$ cat src/rtl/hydration_pkg.sv
// Shared types and widths for the hydration reminder controller.
package hydration_pkg;

   typedef enum logic [1:0] {
      IDLE   = 2'd0,
      COUNT  = 2'd1,
      ALERT  = 2'd2,
      SNOOZE = 2'd3
   } state_t;

   localparam int unsigned SECS_W   = 12;
   localparam int unsigned MISSED_W = 4;
   localparam logic [MISSED_W-1:0] MISSED_MAX = 4'd15;

endpackage

$ cat src/rtl/hydration_reminder_ctrl_btn_rise_sync.sv
// Two-flop synchronizer plus registered rising-edge detector for a raw push button.
module btn_rise_sync (
   input  logic clk,
   input  logic reset,
   input  logic btn_in,
   output logic rise
);

   logic meta_q, sync_q, prev_q, rise_q;

   always_ff @(posedge clk) begin
      if (reset) begin
         meta_q <= 1'b0;
         sync_q <= 1'b0;
         prev_q <= 1'b0;
         rise_q <= 1'b0;
      end else begin
         meta_q <= btn_in;
         sync_q <= meta_q;
         prev_q <= sync_q;
         rise_q <= sync_q & ~prev_q;
      end
   end

   assign rise = rise_q;

endmodule

$ cat src/rtl/hydration_reminder_ctrl.sv
// Drink-interval timer: counts down, raises a beeping alert, handles ack/snooze/missed.
module hydration_reminder_ctrl
   import hydration_pkg::*;
#(
   parameter int unsigned TICKS_PER_SEC = 25000000,
   parameter int unsigned INTERVAL_SEC  = 1800,
   parameter int unsigned SNOOZE_SEC    = 300,
   parameter int unsigned ALERT_MAX_SEC = 60
) (
   input  logic                clk,
   input  logic                reset,
   input  logic                enable,
   input  logic                ack_btn,
   input  logic                snooze_btn,
   output logic                reminder,
   output logic                alert,
   output logic [SECS_W-1:0]   secs_left,
   output logic [MISSED_W-1:0] missed,
   output logic [1:0]          state
);

   localparam int unsigned PRESC_W = (TICKS_PER_SEC > 2) ? $clog2(TICKS_PER_SEC) : 1;
   localparam logic [PRESC_W-1:0] PRESC_LAST = PRESC_W'(TICKS_PER_SEC - 1);
   localparam logic [PRESC_W-1:0] PRESC_HALF = PRESC_W'(TICKS_PER_SEC / 2 - 1);
   localparam logic [SECS_W-1:0]  LOAD_INT   = SECS_W'(INTERVAL_SEC);
   localparam logic [SECS_W-1:0]  LOAD_SNZ   = SECS_W'(SNOOZE_SEC);
   localparam logic [SECS_W-1:0]  LOAD_ALRT  = SECS_W'(ALERT_MAX_SEC);
   localparam logic [SECS_W-1:0]  ONE_SEC    = SECS_W'(1);

   state_t                state_q, state_d;
   logic [PRESC_W-1:0]    presc_q, presc_d;
   logic [SECS_W-1:0]     secs_q, secs_d;
   logic [MISSED_W-1:0]   missed_q, missed_d;
   logic                  beep_q, beep_d;
   logic                  ack_rise, snooze_rise;
   logic                  sec_tick, half_tick;

   btn_rise_sync u_ack_sync (
      .clk    (clk),
      .reset  (reset),
      .btn_in (ack_btn),
      .rise   (ack_rise)
   );

   btn_rise_sync u_snooze_sync (
      .clk    (clk),
      .reset  (reset),
      .btn_in (snooze_btn),
      .rise   (snooze_rise)
   );

   assign sec_tick  = (presc_q == PRESC_LAST);
   assign half_tick = (presc_q == PRESC_HALF) || sec_tick;

   always_comb begin
      state_d  = state_q;
      secs_d   = secs_q;
      missed_d = missed_q;
      beep_d   = 1'b0;
      if (!enable) begin
         state_d = IDLE;
         secs_d  = '0;
      end else begin
         unique case (state_q)
            IDLE: begin
               state_d = COUNT;
               secs_d  = LOAD_INT;
            end
            COUNT: begin
               if (ack_rise) begin
                  secs_d   = LOAD_INT;
                  missed_d = '0;
               end else if (sec_tick) begin
                  if (secs_q == ONE_SEC) begin
                     state_d = ALERT;
                     secs_d  = LOAD_ALRT;
                     beep_d  = 1'b1;
                  end else begin
                     secs_d = secs_q - ONE_SEC;
                  end
               end
            end
            ALERT: begin
               beep_d = half_tick ? ~beep_q : beep_q;
               if (ack_rise) begin
                  state_d  = COUNT;
                  secs_d   = LOAD_INT;
                  missed_d = '0;
                  beep_d   = 1'b0;
               end else if (snooze_rise) begin
                  state_d = SNOOZE;
                  secs_d  = LOAD_SNZ;
                  beep_d  = 1'b0;
               end else if (sec_tick) begin
                  if (secs_q == ONE_SEC) begin
                     state_d  = COUNT;
                     secs_d   = LOAD_INT;
                     missed_d = (missed_q == MISSED_MAX) ? missed_q
                                                         : missed_q + MISSED_W'(1);
                     beep_d   = 1'b0;
                  end else begin
                     secs_d = secs_q - ONE_SEC;
                  end
               end
            end
            SNOOZE: begin
               if (ack_rise) begin
                  state_d  = COUNT;
                  secs_d   = LOAD_INT;
                  missed_d = '0;
               end else if (sec_tick) begin
                  if (secs_q == ONE_SEC) begin
                     state_d = ALERT;
                     secs_d  = LOAD_ALRT;
                     beep_d  = 1'b1;
                  end else begin
                     secs_d = secs_q - ONE_SEC;
                  end
               end
            end
            default: begin
               state_d = IDLE;
               secs_d  = '0;
            end
         endcase
      end

      // Restart the prescaler on every phase change so each phase's first second is full.
      if ((state_d != state_q) || (state_d == IDLE)) begin
         presc_d = '0;
      end else begin
         presc_d = sec_tick ? '0 : presc_q + PRESC_W'(1);
      end
   end

   always_ff @(posedge clk) begin
      if (reset) begin
         state_q  <= IDLE;
         presc_q  <= '0;
         secs_q   <= '0;
         missed_q <= '0;
         beep_q   <= 1'b0;
      end else begin
         state_q  <= state_d;
         presc_q  <= presc_d;
         secs_q   <= secs_d;
         missed_q <= missed_d;
         beep_q   <= beep_d;
      end
   end

   assign reminder  = beep_q;
   assign alert     = (state_q == ALERT);
   assign secs_left = secs_q;
   assign missed    = missed_q;
   assign state     = state_q;

endmodule

$ cat config.mk
export PLATFORM = sky130hd
export DESIGN_NAME = hydration_reminder_ctrl
export DESIGN_NICKNAME = d
export VERILOG_FILES = /design/src/rtl/hydration_pkg.sv /design/src/rtl/hydration_reminder_ctrl_btn_rise_sync.sv /design/src/rtl/hydration_reminder_ctrl.sv
export SDC_FILE = /design/constraint.sdc
export NUM_CORES = 1
export LEC_CHECK = 0
export BUFFER_PORTS_ARGS = -buffer_cell sky130_fd_sc_hd__clkbuf_2
export CAP_MARGIN = 20
export CORE_ASPECT_RATIO = 1.25
export CORE_UTILIZATION = 55
export CTS_CLUSTER_DIAMETER = 50
export CTS_CLUSTER_SIZE = 10
export DETAILED_ROUTE_END_ITERATION = 10
export GPL_ROUTABILITY_DRIVEN = 0
export PLACE_DENSITY = 0.73
export SLEW_MARGIN = 20
export SYNTH_ARGS = -nofsm -noshare
export SYNTH_HDL_FRONTEND = slang
export SYNTH_HIERARCHICAL = 1
export SYNTH_SLANG_ARGS = --single-unit
$ cat constraint.sdc
create_clock -name clk -period 2.6 [get_ports clk]
set_input_delay 0.26 -clock clk [delete_from_list [all_inputs] [get_ports clk]]
set_output_delay 0.26 -clock clk [all_outputs]
set_load 0.05 [all_outputs]
After elaboration in Yosys (flattened, before gate mapping)
Cells that the tools add are included.
{ "totals": {"register_bits": 52, "word_cells": 81} }
{ "op_classes": {"n_addsub": 3, "n_eq_ne": 15, "muxes": 34, "bitwise": 6, "reduce_logical": 10} }
{ "ops": {"columns": ["op", "n"], "rows": [
  ["12-bit 2-to-1 mux", 7],
  ["12-bit one-hot mux with 3 select lines", 1],
  ["25-bit by 1-bit adder with 25-bit output, second input constant", 1],
  ["25-bit by 24-bit equality test with 1-bit output, second input constant", 1],
  ["25-bit equality test, second input constant", 1],
  ["4-bit 2-to-1 mux", 6],
  ["2-bit 2-to-1 mux", 9],
  ["12-bit by 1-bit equality test with 1-bit output, second input constant", 1],
  ["12-bit by 1-bit subtractor with 12-bit output, second input constant", 1],
  ["3-bit by 1-bit != test with 1-bit output, second input constant", 3],
  ["1-bit 2-to-1 mux", 8],
  ["2-bit one-hot mux with 4 select lines", 1],
  ["4-bit one-hot mux with 2 select lines", 1],
  ["7-bit AND reduction", 1],
  ["4-bit by 1-bit adder with 4-bit output, second input constant", 1],
  ["2-bit equality test, second input constant", 2],
  ["4-bit equality test, second input constant", 1],
  ["2-bit logical NOT", 2],
  ["4-bit by 1-bit != test with 1-bit output, second input constant", 1],
  ["1-bit inverter", 4],
  ["2-bit OR reduction", 2],
  ["3-bit by 2-bit != test with 1-bit output, second input constant", 1],
  ["3-bit != test, second input constant", 1],
  ["3-bit OR reduction", 1],
  ["other kinds (8)", 10]
]} }

Logic depth before layout (Yosys ltp)
Gate-level depths: netlist of run 1.
{ "logic_depth": {"ltp_word": 10, "depth_mapped": 9, "ltp_nobuf": 8} }

Modules after synthesis
The synthesis of run 1 kept the hierarchy.
{ "modules_own_cells": {"columns": ["mod", "instances", "cells_per_inst", "area_per_inst_um2", "seq_area_each_um2"], "rows": [
  ["hydration_reminder_ctrl", 1, 277, 2316.0, 880.8],
  ["btn_rise_sync", 2, 8, 111.4, 80.1]
]} }

Least setup slack after synthesis of run 1
Ideal clock, no wire load.
{ "synth_path": {"kind": "register to register", "from": "register state_q[1] (netlist: state[1])", "to": "register missed_q[3] (netlist: missed[3])", "arrival_time_ps": 2357, "required_ps": 2484, "setup_slack_ps": 127, "path_stages_with_launch": 7, "path_buffers": 0, "period_less_slack_ps": 2473, "path_cell_list": "dfxtp_1 -> nor2b_1 -> nor2b_1 -> nand3_1 -> nor3_2 -> xnor2_1 -> nor2_1"} }
{ "synth_via": {"word_cells_on_any_way": 12, "classes_between": "eq/ne (8); mux (1); reduce/logical (3)"} }
{ "synth_lines": {"columns": ["item", "line", "rtl"], "rows": [
  ["start: declaration", "hydration_reminder_ctrl.sv:30", "state_t state_q, state_d;"],
  ["start signal: assignment", "hydration_reminder_ctrl.sv:144", "state_q <= state_d;"],
  ["2-bit equality test *", null, null],
  ["via alert", "hydration_reminder_ctrl.sv:16", "output logic alert,"],
  ["3-bit != test (no source line) (tied with other cells)", null, null],
  ["7-bit AND reduction (no source line)", null, null],
  ["end signal: assignment", "hydration_reminder_ctrl.sv:147", "missed_q <= missed_d;"],
  ["end: declaration", "hydration_reminder_ctrl.sv:33", "logic [MISSED_W-1:0] missed_q, missed_d;"]
]} }
Mark *: on every way through the listed nets, which the timed path passes. The rest lies on a longest branch.
A chain may end at the register's enable or synchronous reset.

Worst setup path after layout of run 1
{ "layout_path": {"from": "register secs_q[4] (netlist: secs_left[4])", "to": "register secs_q[10] (netlist: secs_left[10])"} }
{ "layout_via": {"elab_chain_cells": 6, "word_cells_on_any_way": 10, "classes_between": "add/sub (1); eq/ne (1); mux (8)"} }
{ "layout_lines": {"columns": ["item", "line", "rtl"], "rows": [
  ["start: declaration", "hydration_reminder_ctrl.sv:32", "logic [SECS_W-1:0] secs_q, secs_d;"],
  ["start signal: assignment", "hydration_reminder_ctrl.sv:146", "secs_q <= secs_d;"],
  ["12-bit by 1-bit subtractor with 12-bit output / 12-bit by 1-bit equality test with 1-bit output (equally long branches)", null, null],
  ["12-bit 2-to-1 mux", "hydration_reminder_ctrl.sv:95", "if (secs_q == ONE_SEC) begin"],
  ["12-bit 2-to-1 mux", "hydration_reminder_ctrl.sv:94", "end else if (sec_tick) begin"],
  ["12-bit 2-to-1 mux", "hydration_reminder_ctrl.sv:90", "end else if (snooze_rise) begin"],
  ["12-bit 2-to-1 mux", "hydration_reminder_ctrl.sv:85", "if (ack_rise) begin"],
  ["12-bit one-hot mux with 3 select lines *", "hydration_reminder_ctrl.sv:64", "unique case (state_q)"]
]} }
Every way passes the cells marked *; elsewhere a longest branch is shown, timed or not. The select of a mux whose other input is x is not followed.

==> qor.yml, run 1 <==
power_and_ir_drop:
  totalPowerFinal_w: 0.00149
  power_density_nw_per_um2: 529
  p_leak_nw: 1.02
  peakVddDrop_mv: 0.312
global_routing:
  grt_max_degree: 22
  grt_overflow: 0
  grt-busiest-layer: "met2"
  grt_pass1_vias: 2059
  antenna_found_initial: 0
  grt_use_met3: 0.0471
  track_usage: 0.236
  grt_use_met1: 0.266
  grt_pass1_wl_um: 9140
  use_met2: 0.420
layout:
  final_cell_mix: "52 x dfxtp_1, 38 x nor2_1, 24 x clkbuf_2"
  area_growth_pct: 10.5
  antenna_cells: 0
  layout.nets: 324
  final_common_cell: "dfxtp_1"
  layout-drive-gt1-share: 0.155
  fillerInstances: 396
sta:
  drv_slew: 0
  hold_violations: 0
  setup_viol: 0
  fmax_mhz: 429
  skew_ns: 0.0131
  period_needed_ns: 2.33
  fin_setup_tns_ns: 0
  rsz0062_at_grt: "false"
  timing.slew.headroom: 0.641
  setup_ws_ns: 0.267
  worst_slew_pin_slew_ns: 0.534
  period_share: 0.897
route:
  firstDrtPassIters: 4
  drt_wl_total_um: 5280
  dr_total_vias: 2145
  avgViaCountPerCell: 5.74
  drtIter0Drc: 150
  route.detailed.drc: 0
  routedWlPerCell_um: 14.1
  ant_nets: 0
worst_setup_path:
  worst-endpoint-required_ns: 2.78
  cp_data_arrival_time_ns: 2.52
  crit_type: "reg -> reg"
  crit_path_start_kind: "flop"
  end_kind: "flop"
  worst-path-max-fanout: 7
synthesis:
  synth_edf_count: 0
  avgSynthCellArea_um2: 8.66
  seq_area_frac_synth: 0.410
  ys_ff_latch: 52
  syn_area_um2: 2540
  postSynth.asyncResetShare: 0
  ys_types: 49
  synth_nets: 302
  syn_inst: 293
  synth-main-ff-cell: "dfxtp_1"
  synth_warnings: 6
cts:
  cts_resized: 0
  cts_tree: "yes"
  post_cts_buffers: 0
  holdBufCountCts: 0
  cts_buffers: 5
  cts_max_level: 2
  clock_latency_ns: 0.31
  clkTransAtPathRegs_ns: 0.10
  ctsLongestPathBuffers: 2
  cts.sinks: 52
  root_buffer: "clkbuf_8"
outcome:
  status: "finished clean"
die:
  dieArea_um2: 4890
  die-height_um: 78.0
  coreArea_um2: 4430
  rows: 27
  start_util: 0.574
  io_pins: 25
  die_w_um: 62.8
min_path:
  hold_path.class: "in -> reg"
placement:
  place_ws_ns: 0.302
  port_buffers: 24
  dp_hpwl_um: 3840
run:
  cap_violations: 0
[final cells by class]
class | instances | area, um^2 | share of cell area
clock buffers | 5 | 68.8 | 0.0245
clock inverters | 3 | 42.5 | 0.0152
inverters | 5 | 18.8 | 0.00669
multi-input cells | 225 | 1430 | 0.509
flip-flops and latches | 52 | 1040 | 0.371
well taps | 58 | 72.6 | 0.0259
repair buffers | 26 | 135 | 0.0481
[Yosys cell counts (3+ instances only)]
cell type	instances	share of area
a21o_1	5	0.015
a21oi_1	15	0.030
and3_1	11	0.027
and4_1	3	0.010
clkbuf_1	7	0.010
dfxtp_1	52	0.41
ha_1	4	0.020
inv_1	5	0.0074
nand2_1	18	0.027
nand2b_1	5	0.012
nand3_1	15	0.030
nand4_1	7	0.017
nor2_1	38	0.056
nor2b_1	13	0.032
nor3_1	7	0.014
nor4_1	8	0.020
o21ai_0	8	0.016
or3_1	4	0.0099
xnor2_1	17	0.059
xor2_1	12	0.041
[path summary, 6_finish.rpt]
path / cells past startpoint / to / startpoint / slack, ns
min reg2reg: 1 / u_snooze_sync/rise$_SDFF_PP0_ / u_snooze_sync/prev_q$_SDFF_PP0_ / 0.40
min: 2 / u_ack_sync/meta_q$_SDFF_PP0_ / ack_btn / 0.17
max reg2reg: 6 / secs_left[10]$_SDFFE_PP0P_ / secs_left[4]$_SDFFE_PP0P_ / 0.27
max: 6 / secs_left[10]$_SDFFE_PP0P_ / secs_left[4]$_SDFFE_PP0P_ / 0.27
[through the flow]
step / utilization / cells / area, um^2 / hold slack (ns)
final: 0.634 / 374 / 2810 / 0.168
after global routing: 0.634 / 374 / 2810 / 0.167
after CTS: 0.634 / 374 / 2810 / 0.159
after detailed placement: 0.609 / 366 / 2700 / 0.399
after global placement: 0.609 / 366 / 2700 / 0.392
after floorplan: - / 293 / 2540 / 0.331
[critical path, stage by stage, from the launching register on]
cell and delay [ns]:
dfxtp_1 0.38, or4_4 0.62, nor4_1 0.53, nand2_1 0.22, a21oi_1 0.24, a21o_1 0.17
a311oi_1 0.05
[state kept, by name, indices dropped and copies added, names as in the netlist]
signal and cells:
u_ack_sync/rise 1, u_ack_sync/sync_q 1, secs_left 12, state 2, u_snooze_sync/sync_q 1, u_ack_sync/meta_q 1, u_snooze_sync/rise 1, reminder 1
u_ack_sync/prev_q 1, missed 4, u_snooze_sync/meta_q 1, presc_q 25, u_snooze_sync/prev_q 1
[cells by family (layout without fill, tap and decap cells)]
family,after synthesis,after routing,synth area share
and+or+nand+nor,149,149,0.335
DFF,52,52,0.410
AOI/OAI and AO/OA,43,43,0.108
xor gates and xnor gates,29,29,0.100
buffers and inverters,16,39,0.0276
adders and majority gates,4,4,0.0197
[report_power, final]
group / switching (W) / internal (W)
Clock: 0.000270 / 0.000285
Combinational: 0.0000722 / 0.0000388
Sequential: 0.0000126 / 0.000807
Total: 0.000355 / 0.00113
[metal layers]
| metal | share of wire | up-vias | wire length (um) |
|---|---|---|---|
| met1 | 0.43 | 1014 | 2290 |
| li1 | - | 1068 | - |
| met2 | 0.51 | 50 | 2700 |
| met3 | 0.030 | 13 | 157 |
| met5 | 0 | - | 0 |
| met4 | 0.025 | 0 | 134 |
No activity file was read; power rests on OpenSTA's default activity.
==> run 2, diff against run 1 <==
CORE_ASPECT_RATIO = default   (was 1.25)
==> run 2 against run 1 <==
Net effect: critical path depth is the same; hold slack gained 0.0062 ns; clock power shrank 13%; final cell count shrank 1.1%; final area is essentially flat; highest routed layer unchanged; largest power group unchanged; sequential share of layout area is essentially flat; non-clock buffer count grew 2.
==> qor.yml, run 2 (same netlist as run 1, synthesis figures left out) <==
min_path:
  hold_path.class: "in -> reg"  # unchanged
die:
  rows: 24  # was 27
  die_w_um: 69.9  # was 62.8 um
  dieArea_um2: 4890  # about the same
  coreArea_um2: 4380  # was 4430 um^2
  start_util: 0.579  # was 0.574
  die-height_um: 69.9  # was 78.0 um
  io_pins: 25  # unchanged
worst_setup_path:
  crit_path_start_kind: "flop"  # unchanged
  worst-endpoint-required_ns: 2.79  # was 2.78 ns
  cp_data_arrival_time_ns: 2.42  # was 2.52 ns
  critical-path-slowest-cell: "or4_4"  # unchanged
  path_delay_family: "simple AND/OR/NAND/NOR gates"  # unchanged
  path_buf_inv: 0  # unchanged
  critPathMaxStageDelay_ns: 0.63  # was 0.62 ns
  crit_type: "reg -> reg"  # unchanged
  end_kind: "flop"  # unchanged
  worst-path-max-fanout: 8  # was 7
  crit_path_cell_trace: "or4_4, nor4_4, nand4_4, or2b_1, a21o_1, nor2_1"  # was or4_4, nor4_1, nand2_1, a21oi_1, a21o_1, a311oi_1
route:
  avgViaCountPerCell: 5.71  # was 5.74
  drtIter0Drc: 117  # was 150
  routedWlPerCell_um: 14.1  # about the same
  firstDrtPassIters: 4  # unchanged
  drt_wl_total_um: 5220  # was 5280 um
  ant_nets: 0  # unchanged
  route.detailed.drc: 0  # unchanged
  dr_total_vias: 2111  # was 2,145
layout:
  layout.nets: 326  # was 324
  design_area_um2: 2810  # about the same
  final_cell_mix: "52 x dfxtp_1, 38 x nor2_1, 24 x clkbuf_2"  # unchanged
  largest_reg_flops: 25  # unchanged
  multiInputGateArea_um2: 1430  # about the same
  fin_cells: 370  # was 374
  fillerInstances: 400  # was 396
  area_growth_pct: 10.5  # about the same
  antenna_cells: 0  # unchanged
  final_common_cell: "dfxtp_1"  # unchanged
  largest_register: "presc_q"  # unchanged
  seqCellArea_um2: 1040  # unchanged
  layout-drive-gt1-share: 0.164  # was 0.155
sta:
  hold_slack_ns: 0.174  # was 0.168 ns
  hold_violations: 0  # unchanged
  drv_slew: 0  # unchanged
  period_share: 0.859  # was 0.897
  skew_ns: 0.00636  # was 0.0131 ns
  fin_setup_tns_ns: 0  # unchanged
  fmax_mhz: 448  # was 429 MHz
  worst_slew_pin_slew_ns: 0.501  # was 0.534 ns
  setup_viol: 0  # unchanged
  rsz0062_at_grt: "false"  # unchanged
  timing.slew.headroom: 0.665  # was 0.641
  period_needed_ns: 2.23  # was 2.33 ns
global_routing:
  antenna_found_initial: 0  # unchanged
  track_usage: 0.224  # was 0.236
  grt_pass1_wl_um: 9000  # was 9140 um
  grt_max_degree: 22  # unchanged
  grt_pass1_vias: 1964  # was 2,059
  grt_overflow: 0  # unchanged
placement:
  port_buffers: 24  # unchanged
  postPlaceCellArea_um2: 2700  # about the same
  placed_cells: 362  # was 366
  dp_hpwl_um: 3770  # was 3840 um
power_and_ir_drop:
  switchingPower_w: 0.000349  # was 0.000355 W
  pwr-share-clk: 0.341  # was 0.373
  p_seq_frac: 0.580  # was 0.552
  peakVddDrop_mv: 0.409  # was 0.312 mV
  comb_power_share: 0.079  # was 0.075
  internal_power_w: 0.00107  # was 0.00113 W
  p_leak_nw: 1.03  # was 1.02 nW
  p_sw_frac: 0.247  # was 0.239
  power_density_nw_per_um2: 504  # was 529 nW/um^2
cts:
  holdBufCountCts: 0  # unchanged
  cts.sinks: 52  # unchanged
  root_buffer: "clkbuf_8"  # unchanged
  ctsLongestPathBuffers: 2  # unchanged
  clkTransAtPathRegs_ns: 0.10  # about the same
  cts_tree: "yes"  # unchanged
  cts_max_level: 2  # unchanged
  cts_buffers: 5  # unchanged
  clock_latency_ns: 0.30  # was 0.31 ns
outcome:
  status: "finished clean"  # unchanged
run:
  cap_violations: 0  # unchanged
## run 2: power groups by stage
stage | combinational [W] | clock [W] | sequential [W]
after floorplan | 0.0000681 | 0 | 0.000856
after global placement | 0.000110 | 0 | 0.000838
after detailed placement | 0.000110 | 0 | 0.000839
after CTS | 0.000111 | 0.000492 | 0.000820
after global routing | 0.000122 | 0.000533 | 0.000823
final | 0.000112 | 0.000482 | 0.000821
## run 2: layout make-up
| class | count | share of cell area |
|---|---|---|
| Tap cell | 52 | 0.0232 |
| Timing Repair Buffer | 28 | 0.0535 |
| Sequential cell | 52 | 0.371 |
| Clock buffer | 6 | 0.0294 |
| Multi-Input combinational cell | 225 | 0.511 |
| Clock inverter | 2 | 0.00491 |
| Inverter | 5 | 0.00669 |
## run 2: metal layers
layer,wire length [um],global-route usage
met2,2310,0.347
met3,239,0.0505
met4,41,0.0667
met1,2620,0.311
met5,0,0
## run 2: worst register-to-register path, delay by kind of cell, from the launching register on
family / cells / cell delay, ns
and+or+nand+nor: 5 / 1.59
DFF: 1 / 0.39
AOI/OAI and AO/OA: 1 / 0.15
## run 2: repair_timing
action / CTS / global route
resized for setup: 0 / 1
endpoints found under the setup margin: 0 / 2
buffers inserted: 0 / 0
## run 2: worst paths after layout
kind	startpoint	to	slack [ns]	cells past startpoint
max	secs_left[4]$_SDFFE_PP0P_	presc_q[2]$_SDFF_PP0_	0.37	6
min	ack_btn	u_ack_sync/meta_q$_SDFF_PP0_	0.17	2
max reg2reg	secs_left[4]$_SDFFE_PP0P_	presc_q[2]$_SDFF_PP0_	0.37	6
min reg2reg	u_snooze_sync/prev_q$_SDFF_PP0_	u_snooze_sync/rise$_SDFF_PP0_	0.41	1
## run 2: metrics by stage
stage          power [W]  setup slack (ns)  utilization
4_1_cts          0.00142             0.294        0.638
6_report         0.00141             0.366        0.640
5_1_grt          0.00148             0.166        0.640
3_3_place_gp    0.000948             0.295        0.616
3_5_place_dp    0.000949             0.335        0.616
2_1_floorplan   0.000924             0.127            -
